### config.mk
export PLATFORM = sky130hd
export DESIGN_NAME = core_run_ctrl
export DESIGN_NICKNAME = d
export VERILOG_FILES = /design/src/rtl/core_run_ctrl.sv
export SDC_FILE = /design/constraint.sdc
export NUM_CORES = 1
export LEC_CHECK = 0
export BUFFER_PORTS_ARGS = -buffer_cell sky130_fd_sc_hd__clkbuf_2
export CAP_MARGIN = 10
export CORE_UTILIZATION = 25
export CTS_BUF_LIST = sky130_fd_sc_hd__clkbuf_8
export DETAILED_ROUTE_END_ITERATION = 16
export GPL_TIMING_DRIVEN = 0
export PLACE_DENSITY_LB_ADDON = 0.08
export SETUP_SLACK_MARGIN = 0.05
export SYNTH_ARGS = -nofsm -noshare
export SYNTH_HDL_FRONTEND = slang
export SYNTH_SLANG_ARGS = --single-unit
### constraint.sdc
create_clock -name clk -period 4.73 [get_ports clk]
set_input_delay 0.473 -clock clk [delete_from_list [all_inputs] [get_ports clk]]
set_output_delay 0.473 -clock clk [all_outputs]
set_load 0.02 [all_outputs]
### src/rtl/core_run_ctrl.sv
// Run/debug sequencer for the single-cycle RISC core: holds it in reset, streams a program
// into instruction memory, then gates its clock enable for run, halt and single-step.
module core_run_ctrl #(
    parameter int unsigned IMEM_DEPTH = 64,
    parameter int unsigned AW         = 6,
    parameter int unsigned RST_HOLD   = 4,
    parameter int unsigned CNT_W      = 32
) (
    input  logic             clk,
    input  logic             rst,
    input  logic             cmd_load,
    input  logic             cmd_run,
    input  logic             cmd_halt,
    input  logic             cmd_step,
    input  logic             cmd_reset,
    input  logic             ld_valid,
    input  logic [31:0]      ld_data,
    input  logic             ld_last,
    output logic             ld_ready,
    input  logic [31:0]      instr_in,
    input  logic [31:0]      pc_in,
    output logic             core_rst,
    output logic             core_en,
    output logic             imem_we,
    output logic [AW-1:0]    imem_addr,
    output logic [31:0]      imem_wdata,
    output logic [2:0]       state_o,
    output logic [31:0]      halt_pc,
    output logic             load_ovf,
    output logic [CNT_W-1:0] cycle_cnt,
    output logic [CNT_W-1:0] retired_cnt
);

    localparam logic [31:0]       Ebreak   = 32'h00100073;
    localparam int unsigned       HoldW    = $clog2(RST_HOLD) + 1;
    localparam logic [HoldW-1:0]  HoldLast = HoldW'(RST_HOLD - 1);
    localparam logic [AW-1:0]     LastAddr = AW'(IMEM_DEPTH - 1);

    typedef enum logic [2:0] {
        StResetHold = 3'd0,
        StIdle      = 3'd1,
        StLoad      = 3'd2,
        StRun       = 3'd3,
        StStep      = 3'd4,
        StHalted    = 3'd5
    } state_e;

    state_e             state_q, state_d;
    logic [HoldW-1:0]   hold_q, hold_d;
    logic [AW-1:0]      ptr_q, ptr_d;
    logic               we_q, we_d;
    logic [AW-1:0]      addr_q, addr_d;
    logic [31:0]        wdata_q, wdata_d;
    logic [31:0]        halt_pc_q, halt_pc_d;
    logic               ovf_q, ovf_d;
    logic [CNT_W-1:0]   cyc_q, cyc_d;
    logic [CNT_W-1:0]   ret_q, ret_d;
    logic               pend_q, pend_d;
    logic               core_rst_q, ld_ready_q;

    logic is_ebreak, running, accept;

    assign is_ebreak = (instr_in == Ebreak);
    assign running   = (state_q == StRun) || (state_q == StStep);
    assign accept    = (state_q == StLoad) && ld_ready_q && ld_valid;
    assign core_en   = running && !is_ebreak;

    always_comb begin
        state_d   = state_q;
        hold_d    = hold_q;
        ptr_d     = ptr_q;
        we_d      = 1'b0;
        addr_d    = addr_q;
        wdata_d   = wdata_q;
        halt_pc_d = halt_pc_q;
        ovf_d     = ovf_q;
        cyc_d     = cyc_q;
        ret_d     = ret_q;
        pend_d    = 1'b0;

        // A cmd_halt/step halt captures the PC the core shows one cycle later.
        if (pend_q) begin
            halt_pc_d = pc_in;
        end

        if (running) begin
            cyc_d = cyc_q + 1'b1;
            if (core_en) begin
                ret_d = ret_q + 1'b1;
            end
        end

        if (accept) begin
            we_d    = 1'b1;
            addr_d  = ptr_q;
            wdata_d = ld_data;
            if (ptr_q != LastAddr) begin
                ptr_d = ptr_q + 1'b1;
            end
        end

        unique case (state_q)
            StResetHold: begin
                if (hold_q == HoldLast) begin
                    state_d = StIdle;
                end else begin
                    hold_d = hold_q + 1'b1;
                end
            end
            StIdle, StHalted: begin
                if (cmd_reset)     state_d = StResetHold;
                else if (cmd_step) state_d = StStep;
                else if (cmd_run)  state_d = StRun;
                else if (cmd_load) state_d = StLoad;
            end
            StLoad: begin
                if (cmd_reset) begin
                    state_d = StResetHold;
                end else if (accept) begin
                    if (ld_last) begin
                        state_d = StIdle;
                    end else if (ptr_q == LastAddr) begin
                        ovf_d   = 1'b1;
                        state_d = StIdle;
                    end
                end
            end
            StRun: begin
                if (cmd_reset) begin
                    state_d = StResetHold;
                end else if (is_ebreak) begin
                    state_d   = StHalted;
                    halt_pc_d = pc_in;
                end else if (cmd_halt) begin
                    state_d = StHalted;
                    pend_d  = 1'b1;
                end
            end
            StStep: begin
                if (cmd_reset) begin
                    state_d = StResetHold;
                end else begin
                    state_d = StHalted;
                    if (is_ebreak) halt_pc_d = pc_in;
                    else           pend_d    = 1'b1;
                end
            end
            default: state_d = StResetHold;
        endcase

        if (state_d == StResetHold && state_q != StResetHold) begin
            hold_d = '0;
        end
        if (state_d == StLoad && state_q != StLoad) begin
            ptr_d  = '0;
            addr_d = '0;
            ovf_d  = 1'b0;
            cyc_d  = '0;
            ret_d  = '0;
        end
    end

    always_ff @(posedge clk or posedge rst) begin
        if (rst) begin
            state_q    <= StResetHold;
            hold_q     <= '0;
            ptr_q      <= '0;
            we_q       <= 1'b0;
            addr_q     <= '0;
            wdata_q    <= '0;
            halt_pc_q  <= '0;
            ovf_q      <= 1'b0;
            cyc_q      <= '0;
            ret_q      <= '0;
            pend_q     <= 1'b0;
            core_rst_q <= 1'b1;
            ld_ready_q <= 1'b0;
        end else begin
            state_q    <= state_d;
            hold_q     <= hold_d;
            ptr_q      <= ptr_d;
            we_q       <= we_d;
            addr_q     <= addr_d;
            wdata_q    <= wdata_d;
            halt_pc_q  <= halt_pc_d;
            ovf_q      <= ovf_d;
            cyc_q      <= cyc_d;
            ret_q      <= ret_d;
            pend_q     <= pend_d;
            core_rst_q <= (state_d == StResetHold) || (state_d == StIdle) || (state_d == StLoad);
            ld_ready_q <= (state_d == StLoad);
        end
    end

    assign state_o     = state_q;
    assign core_rst    = core_rst_q;
    assign ld_ready    = ld_ready_q;
    assign imem_we     = we_q;
    assign imem_addr   = addr_q;
    assign imem_wdata  = wdata_q;
    assign halt_pc     = halt_pc_q;
    assign load_ovf    = ovf_q;
    assign cycle_cnt   = cyc_q;
    assign retired_cnt = ret_q;

endmodule

* Word-level counts from Yosys, hierarchy flattened *
Cells that the tools add are included.

operators by class
  shift-type cells = 0
  div/mod/pow operators = 0
  magnitude comparators = 0
  $add $sub $neg = 4
  multipliers = 0
  equality and inequality tests = 15
  bitwise gates (word level) = 0
  reductions and logical operators = 25
  multiplexer cells = 44

operator list
  operator                                                            count
  32-bit 2-to-1 mux                                                   9
  32-bit by 1-bit adder with 32-bit output (second input constant)    2
  3-bit 2-to-1 mux                                                    16
  32-bit by 21-bit == test with 1-bit output (second input constant)  1
  6-bit 2-to-1 mux                                                    5
  3-bit case mux with 5 select lines                                  1
  2-bit nonzero test                                                  7
  3-bit by 2-bit == test with 1-bit output (second input constant)    4
  1-bit 2-to-1 mux                                                    12
  6-bit by 1-bit adder with 6-bit output (second input constant)      1
  3-bit by 1-bit == test with 1-bit output (second input constant)    2
  3-bit == test (second input constant)                               2
  6-bit == test (second input constant)                               1
  3-bit zero test                                                     2
  2-bit by 1-bit != test with 1-bit output (second input constant)    3
  6-bit != test (second input constant)                               1
  2-bit AND reduction                                                 3
  1-bit logical AND                                                   5
  5-bit AND reduction                                                 1
  2-bit OR reduction                                                  2
  3-bit by 1-bit adder with 3-bit output (second input constant)      1
  1-bit logical OR                                                    3
  3-bit by 2-bit != test with 1-bit output (second input constant)    1
  3-bit nonzero test                                                  1
  other kinds (2)                                                     2

storage, ports and cells
  register bits after elaboration = 151
  word-level logic and storage cells = 101
  memories kept = 0
  RAM bits = 0
  bits in latches = 0
  output and inout bits = 142
  ROM bits = 0
  input port bits = 105

* Depth between registers and ports, before layout *
Gate-level depths: netlist of the first run.

  depth in word-level cells = 10
  gate-level depth with buffers = 8
  mapped depth without buffers = 6

* Worst setup path after synthesis of the first run *
Ideal clock, no wire load.

  path kind = input-to-output
  from = input port instr_in[18]
  to = output port core_en
  required time = 4.257 ns
  buffers on the path = 1
  arrival = 1.858 ns
  stages on the path = 5
  path slack = 2.399 ns
  cells stage by stage = nor4b_1 nand4_1 o21ai_2 clkbuf_1 inv_1

on the way
  cells in the longest elaborated chain, start to end = 3

ends and longest elaborated chain
  what                                        line  source
  from (decl)                                 20    input logic [31:0] instr_in,
  32-bit by 21-bit == test with 1-bit output  63    assign is_ebreak = (instr_in == Ebreak);
  1-bit zero test                             66    assign core_en = running && !is_ebreak;
  1-bit logical AND                           66
  to (decl)                                   23    output logic core_en,

No other way between the ends.

* Final worst setup path of the first run *
  from = input port instr_in[17]
  to = output port core_en

Same word-level chain as after synthesis.

==> impl_metrics.ini, run 1 <==
[worst_setup_path]
arrival_ns = 2.64
crit_fanout = 10
crit_start = instr_in[17]
worstPathRequired_ns = 4.26
cp-start-kind = primary input
r2r_end = retired_cnt[2]
criticalPathCategory = in2out
rrSetupSlack_ns = 1.97
reg2reg_depth = 8
r2r_start = state_o[0]
end_kind = output port

[sta]
finalCritPeriodShare_pct = 65.8
finalHoldViolations = 0
setup_slack_ns = 1.62
fmax_mhz = 321
slew_viol_final = 0
finalSetupViolations = 0
worst_slew_pin_slew_ns = 0.892
skew_ns = 0.0227
maxSlewHeadroom_pct = 40.1
hold_ws_ns = 0.0615
min_period_ns = 3.11
rsz0062_at_grt = no

[die]
core-area_um2 = 27900
die_y_um = 171
initial_core_util_pct = 25.5
pin_count = 247
num_rows = 61
dieWidth_um = 171
die-area_um2 = 29200

[placement]
gp_congestion = 0.731
portBuffers = 246
pre_cts_slack_ns = 1.56
dp_cells = 1246
dp_hpwl_mm = 15.3

[cells_and_area]
nets = 997
syn_to_final_growth_pct = 30.7
final_common_cell = clkbuf_2
drive_gt1_share_pct = 42.2
nFillCells = 2920
antennaDiodeCount = 0
final_core_util_pct = 33.3
final_cell_mix = clkbuf_2, dfrtp_1, a21oi_1
final_cells = 1278

[detailed_routing]
via_per_inst = 4.62
firstDrtPassIters = 4
routedWlPerCell_um = 16.6
drc_errors = 0
vias = 5908
wl_mm = 21.2
ant_nets = 0
drt_iter0_markers = 307

[power]
finalPower_mw = 5.26
power_frac_clock_pct = 21.8
pwr-share-seq_pct = 40.7
intPower_mw = 3.01
powerDensity_nw_per_um2 = 565
swShare_pct = 42.7
p_switching_mw = 2.24
peakVddDrop_v = 0.000209
p_comb_share_pct = 37.5
power.leakage_nw = 4.58

[synthesis]
synth_seq_cells = 151
synth_edf_count = 0
async_reset_ff_share_pct = 100
ys_seq_area_share_pct = 53.1
syn_nets = 731
synth_cell_types = 61
synth_area_um2 = 7120
synth_area_per_cell_um2 = 11.5
postSynthCellCount = 621
ys.flop_type = dfrtp_1
ys_warn_count = 0

[hold_path]
hp-class = in2async

[run]
maxCapViolations = 0

[cts]
clk_pin_slew_worst_paths_ns = 0.10
hold_buffers = 0
root_buffer = clkbuf_8
htreeDepth = 4
clock_latency_ns = 0.46
max-clock-path-buffers = 2
clock_sinks = 151
cts_buffers = 17
postCtsSetupRepairBufs = 0
cts_resized = 0
cts_tree = done

[global_routing]
antenna_found_initial = 0
grt_max_degree = 78
grt_remaining_overflow = 0
grt_usage_pct = 14.8
grt_pass1_wl_mm = 33.6
grt_pass1_vias = 5901

[outcome]
status = finished clean
-- metrics by stage --
| step | cell area, um2 | setup TNS (ns) |
|---|---|---|
| detailed placement | 8860 | 0 |
| floorplan | 7120 | 0 |
| finish | 9310 | 0 |
| global route | 9310 | 0 |
| global placement | 8830 | -347.88 |
| CTS | 9310 | 0 |
-- layer usage --
layer,track usage [%],up-vias,wire [um]
met3,4.09,9,1110
met2,24.4,132,10300
li1,-,2845,-
met4,3.18,0,129
met1,19.3,2922,9620
met5,0,-,0
-- state kept, by name (all words and copies together), names as in the netlist, 3 cells and up --
register     cells
cycle_cnt       32
halt_pc         32
hold_q           3
imem_addr        6
imem_wdata      32
ptr_q            6
retired_cnt     32
state_o          3
-- area by class of cell --
type	instances	area [um2]	share of cell area (%)
clock inverter	14	198	2.12
multi-input combinational	420	3120	33.5
clock buffer	18	248	2.66
tap	378	473	5.08
inverter	13	56.3	0.605
buffer	37	173	1.85
sequential	151	3780	40.6
timing repair buffer	247	1260	13.5
-- synth_stat cells, types with 6 or more instances --
library cell	n	area [um2]
inv_1	13	48.8
a211oi_1	6	45.0
mux2_2	64	721
nor4_1	9	56.3
xnor2_1	18	158
dfrtp_1	150	3750
nand4_1	23	144
nand2_1	19	71.3
and2_1	6	37.5
xor2_1	32	280
o21ai_0	10	50.1
and4_1	8	70.1
clkbuf_1	16	60.1
a21oi_1	68	340
or4_1	9	67.6
buf_2	15	75.1
nor2_1	12	45.0
mux2i_1	10	100
nor3_1	8	40.0
a22oi_1	18	135
o31ai_1	11	82.6
nand3_1	29	145
-- power by group through the flow --
stage	logic (mW)	registers (mW)	clock network [mW]
3_3_place_gp	2.00	2.16	0
4_1_cts	2.01	2.14	1.21
6_report	1.97	2.14	1.15
2_1_floorplan	0.751	2.61	0
3_5_place_dp	2.01	2.16	0
5_1_grt	2.16	2.22	1.24
-- worst max-delay path by stage --
stage	end	slack, ns	cells after the start
after floorplan	cycle_cnt[0]	0.19	1
after global placement	retired_cnt[21]	-2.33	2
after detailed placement	core_en	1.56	7
after CTS	core_en	1.55	7
after global routing	core_en	1.24	7
final	core_en	1.62	7
-- critical path, cell delays in order --
cell and delay, ns:
clkbuf_2 0.08, nor4_1 0.37, nand4_1 0.44, o21ai_2 0.49, clkbuf_1 0.50, inv_1 0.11
clkbuf_2 0.18
-- logic make-up after synthesis --
logic type,share of synthesized area (%)
flip-flops,53.1
AO/OA/AOI/OAI,11.9
AND/OR/NAND/NOR,13.4
XOR/XNOR,6.15
adder cells (fa/ha/maj),0.878
multiplexers,11.5
buffers and inverters,3.11
Power figures use the tool's default switching activity.
==> run 2: changes to the inputs <==
- clock period: 4.73 -> 2.95 ns (I/O delays scaled with it)
==> impl_metrics.ini, run 2 (same netlist as run 1, synthesis figures left out) <==
[cts]
root_buffer = clkbuf_8
htreeDepth = 4
postCtsSetupRepairBufs = 0
clk_pin_slew_worst_paths_ns = 0.10
max-clock-path-buffers = 2
clock_sinks = 151
cts_tree = done
clock_latency_ns = 0.45
cts_buffers = 17

[worst_setup_path]
crit_path_end = core_en
arrival_ns = 2.45
rrSetupSlack_ns = 0.28
worstPathRequired_ns = 2.65
criticalPathCategory = reg2out
max_stage_delay_ns = 0.44
crit_cells = 7
cp-start-kind = flop
crit_start = state_o[0]
crit_fanout = 10
critPathTopFamily = buffers and inverters
path_cells = buf_2, or3b_4, nand2_2, o21ai_2, clkbuf_2, inv_1, clkbuf_2
end_kind = output port
crit_slowest_cell = dfrtp_1
crit_top_cell = clkbuf_2
reg2reg_depth = 8
worstPathBufferInverterCount = 4
r2r_end = cycle_cnt[1]
r2r_start = state_o[2]

[cells_and_area]
final_cell_mix = clkbuf_2, dfrtp_1, a21oi_1
final_common_cell = clkbuf_2
nets = 1001
ff_latch_area_um2 = 3780
nFillCells = 2943
syn_to_final_growth_pct = 30.4
drive_gt1_share_pct = 42.6
multiInputGateArea_um2 = 3130
antennaDiodeCount = 0

[sta]
finalCritPeriodShare_pct = 93.1
worst_slew_pin_slew_ns = 0.928
hold_ws_ns = 0.0636
maxSlewHeadroom_pct = 37.7
fmax_mhz = 364
setup_slack_ns = 0.202
finalHoldViolations = 0
min_period_ns = 2.75
finalSetupViolations = 0
rsz0062_at_grt = no
skew_ns = 0.0176
slew_viol_final = 0

[detailed_routing]
drc_errors = 0
drt_iter0_markers = 268
wl_mm = 21.3
firstDrtPassIters = 5
vias = 5931
ant_nets = 0
routedWlPerCell_um = 16.6
via_per_inst = 4.63

[die]
initial_core_util_pct = 25.5
core-area_um2 = 27900
die-area_um2 = 29200
num_rows = 61
dieWidth_um = 171
die_y_um = 171
pin_count = 247

[placement]
gp_congestion = 0.725
dp_hpwl_mm = 15.6
portBuffers = 246
pre_cts_slack_ns = 0.0206

[global_routing]
grt_usage_pct = 15.0
antenna_found_initial = 0
grt_remaining_overflow = 0
grt_pass1_vias = 6011
grt_max_degree = 38
grt_pass1_wl_mm = 33.9

[run]
maxCapViolations = 0

[power]
peakVddDrop_v = 0.000365
finalPower_mw = 8.15
power.leakage_nw = 4.56
powerDensity_nw_per_um2 = 877

[hold_path]
hp-class = in2reg

[outcome]
status = finished clean
==> run 2: layout make-up <==
cell class,count,share of cell area [%]
multi-input cells,420,33.7
clock inverters,14,1.25
well taps,378,5.09
inverters,13,0.566
flip-flops and latches,151,40.7
repair buffers,251,14.2
clock buffers,18,2.67
plain buffers,37,1.87
==> run 2: worst min-delay path by stage <==
stage               cells past startpoint        endpoint      startpoint  slack [ns]
finish                                  2     halt_pc[13]       pc_in[13]        0.06
global route                            2     halt_pc[20]       pc_in[20]        0.01
CTS                                     2     halt_pc[13]       pc_in[13]        0.02
detailed placement                      2  imem_wdata[24]             rst        0.38
global placement                        1  imem_wdata[28]  imem_wdata[28]        0.49
floorplan                               1          pend_q       cmd_reset        0.37
==> run 2: where the power goes <==
group          total (mW)  internal [mW]  switching [mW]
combinational        3.17           1.18            1.99
clock                1.55          0.629           0.923
sequential           3.43           2.76           0.665
==> run 2: per-layer routing <==
layer  wire (um)  share of wire [%]  vias to the layer above  track usage, %
met5           0                  0                        -               0
met4         147               0.69                        0            3.18
met3        1220                5.7                        9            4.49
met2       10400                 49                      141            24.6
met1        9490                 45                     2920            19.4
li1            -                  -                     2861               -
==> run 2: worst register-to-register path: stages, from the launching register on <==
cell and delay [ns]:
dfrtp_1 0.42, buf_2 0.19, or4b_1 0.49, a21oi_1 0.13, o21ai_0 0.15, a22oi_2 0.45
buf_2 0.34, buf_2 0.29, a21oi_1 0.10
==> run 2: stage by stage <==
step / utilization [%] / cell area, um2 / cells / setup TNS, ns
CTS: 33.3 / 9290 / 1282 / 0
global placement: 31.6 / 8830 / 1245 / -90.00
floorplan: - / 7130 / 621 / 0
detailed placement: 31.9 / 8910 / 1249 / 0
global route: 33.3 / 9290 / 1282 / 0
finish: 33.3 / 9290 / 1282 / 0
==> run 2: timing repair <==
action | 4_1_cts | 5_1_grt
resized for setup | 2 | 0
endpoints found under the setup margin | 22 | 0
endpoints found under the hold margin | 19 | 0
hold buffers | 1 | 0
==> run 3: changes to the inputs <==
- CORE_MARGIN: default -> 2
- CORE_UTILIZATION: 25 -> 52
- CTS_CLUSTER_SIZE: default -> 20
==> impl_metrics.ini, run 3 (same netlist as run 1, synthesis figures left out) <==
[worst_setup_path]
crit_fanout = 10
worstPathRequired_ns = 2.65
arrival_ns = 2.35
crit_start = state_o[0]
end_kind = output port
cp-start-kind = flop
r2r_start = state_o[0]
criticalPathCategory = reg2out

[sta]
finalSetupViolations = 0
maxSlewHeadroom_pct = 40.8
fmax_mhz = 378
rsz0062_at_grt = no
finalHoldViolations = 0
skew_ns = 0.0157
min_period_ns = 2.65
worst_slew_pin_slew_ns = 0.866
finalCritPeriodShare_pct = 89.7
slew_viol_final = 0

[die]
pin_count = 247
core-area_um2 = 13300
die-area_um2 = 14700
dieWidth_um = 121
num_rows = 42
die_y_um = 121
initial_core_util_pct = 53.6

[detailed_routing]
drt_iter0_markers = 495
ant_nets = 0
via_per_inst = 5.74
firstDrtPassIters = 8
wl_mm = 18.7
routedWlPerCell_um = 17.4
drc_errors = 0
vias = 6173

[global_routing]
grt_pass1_vias = 6139
grt_max_degree = 41
grt_pass1_wl_mm = 29.9
grt_usage_pct = 25.8
antenna_found_initial = 0
grt_remaining_overflow = 0

[cells_and_area]
multiInputGateArea_um2 = 3120
final_common_cell = clkbuf_2
antennaDiodeCount = 0
final_cell_mix = clkbuf_2, dfrtp_1, a21oi_1
drive_gt1_share_pct = 41.9
final_core_util_pct = 68.2
final_cells = 1075
ff_latch_area_um2 = 3780
syn_to_final_growth_pct = 27.2
nFillCells = 1063
nets = 999

[cts]
root_buffer = clkbuf_8
max-clock-path-buffers = 2
clk_pin_slew_worst_paths_ns = 0.08
cts_buffers = 17
cts_tree = done
clock_latency_ns = 0.46
hold_buffers = 0
clock_sinks = 151
htreeDepth = 4
cts_resized = 0
postCtsSetupRepairBufs = 0

[placement]
portBuffers = 246
dp_hpwl_mm = 13.8
dp_cells = 1046
gp_congestion = 0.864

[power]
powerDensity_nw_per_um2 = 919
peakVddDrop_v = 0.000512
power.leakage_nw = 4.59

[outcome]
status = finished clean

[run]
maxCapViolations = 0

[hold_path]
hp-class = in2async
==> run 3: worst max-delay path, cell delays in order, from the launching register on <==
cell and delay [ns]:
dfrtp_1 0.42, buf_2 0.20, or3b_4 0.43, nand2_2 0.17
o21ai_2 0.16, clkbuf_2 0.26, inv_1 0.09, clkbuf_2 0.17
==> run 3: where the power goes <==
part | leakage (nW) | internal [mW] | switching (mW)
combinational | 2.36 | 1.17 | 1.96
clock | 0.225 | 0.982 | 0.753
sequential | 2.01 | 2.77 | 0.694
total | 4.59 | 4.92 | 3.40
==> run 3: stage by stage <==
step	hold slack (ns)	setup TNS [ns]	setup WS [ns]	total power, mW	cell area, um2
final	0.00846	0	0.304	8.33	9060
after global routing	0.0508	0	0.172	8.78	9060
after CTS	0.00898	0	0.209	8.38	9060
after detailed placement	0.492	0	0.210	6.62	8640
after global placement	0.487	-17.38	-0.124	6.49	8580
after floorplan	0.368	0	0.730	5.38	7130
==> run 3: per-layer routing <==
layer	GRT usage [%]	share of wire [%]	vias up	wire (um)
met3	6.16	6.8	23	1270
met4	8.58	1.6	0	306
met1	32.7	41	3084	7630
li1	-	-	2846	-
met5	0	0	-	0
met2	43.6	51	220	9480
==> run 3: path summary, 6_finish.rpt <==
| kind | to | slack [ns] | cells past startpoint |
|---|---|---|---|
| worst max-delay path | core_en | 0.30 | 7 |
| worst min-delay path | halt_pc[10] | 0.008 | 2 |
| worst max register to register | cycle_cnt[2] | 0.37 | 8 |
| worst min register to register | imem_wdata[10] | 0.51 | 1 |
| max in group asynchronous | core_rst | 1.95 | 4 |
| min in group clk | imem_wdata[2] | 0.07 | 2 |
==> run 3: layout make-up <==
cell class	instances	share of cell area, %
Inverter	13	0.580
Clock inverter	12	2.08
Sequential cell	151	41.7
Buffer	37	1.92
Tap cell	176	2.43
Timing Repair Buffer	249	14.2
Multi-Input combinational cell	420	34.5
Clock buffer	17	2.58
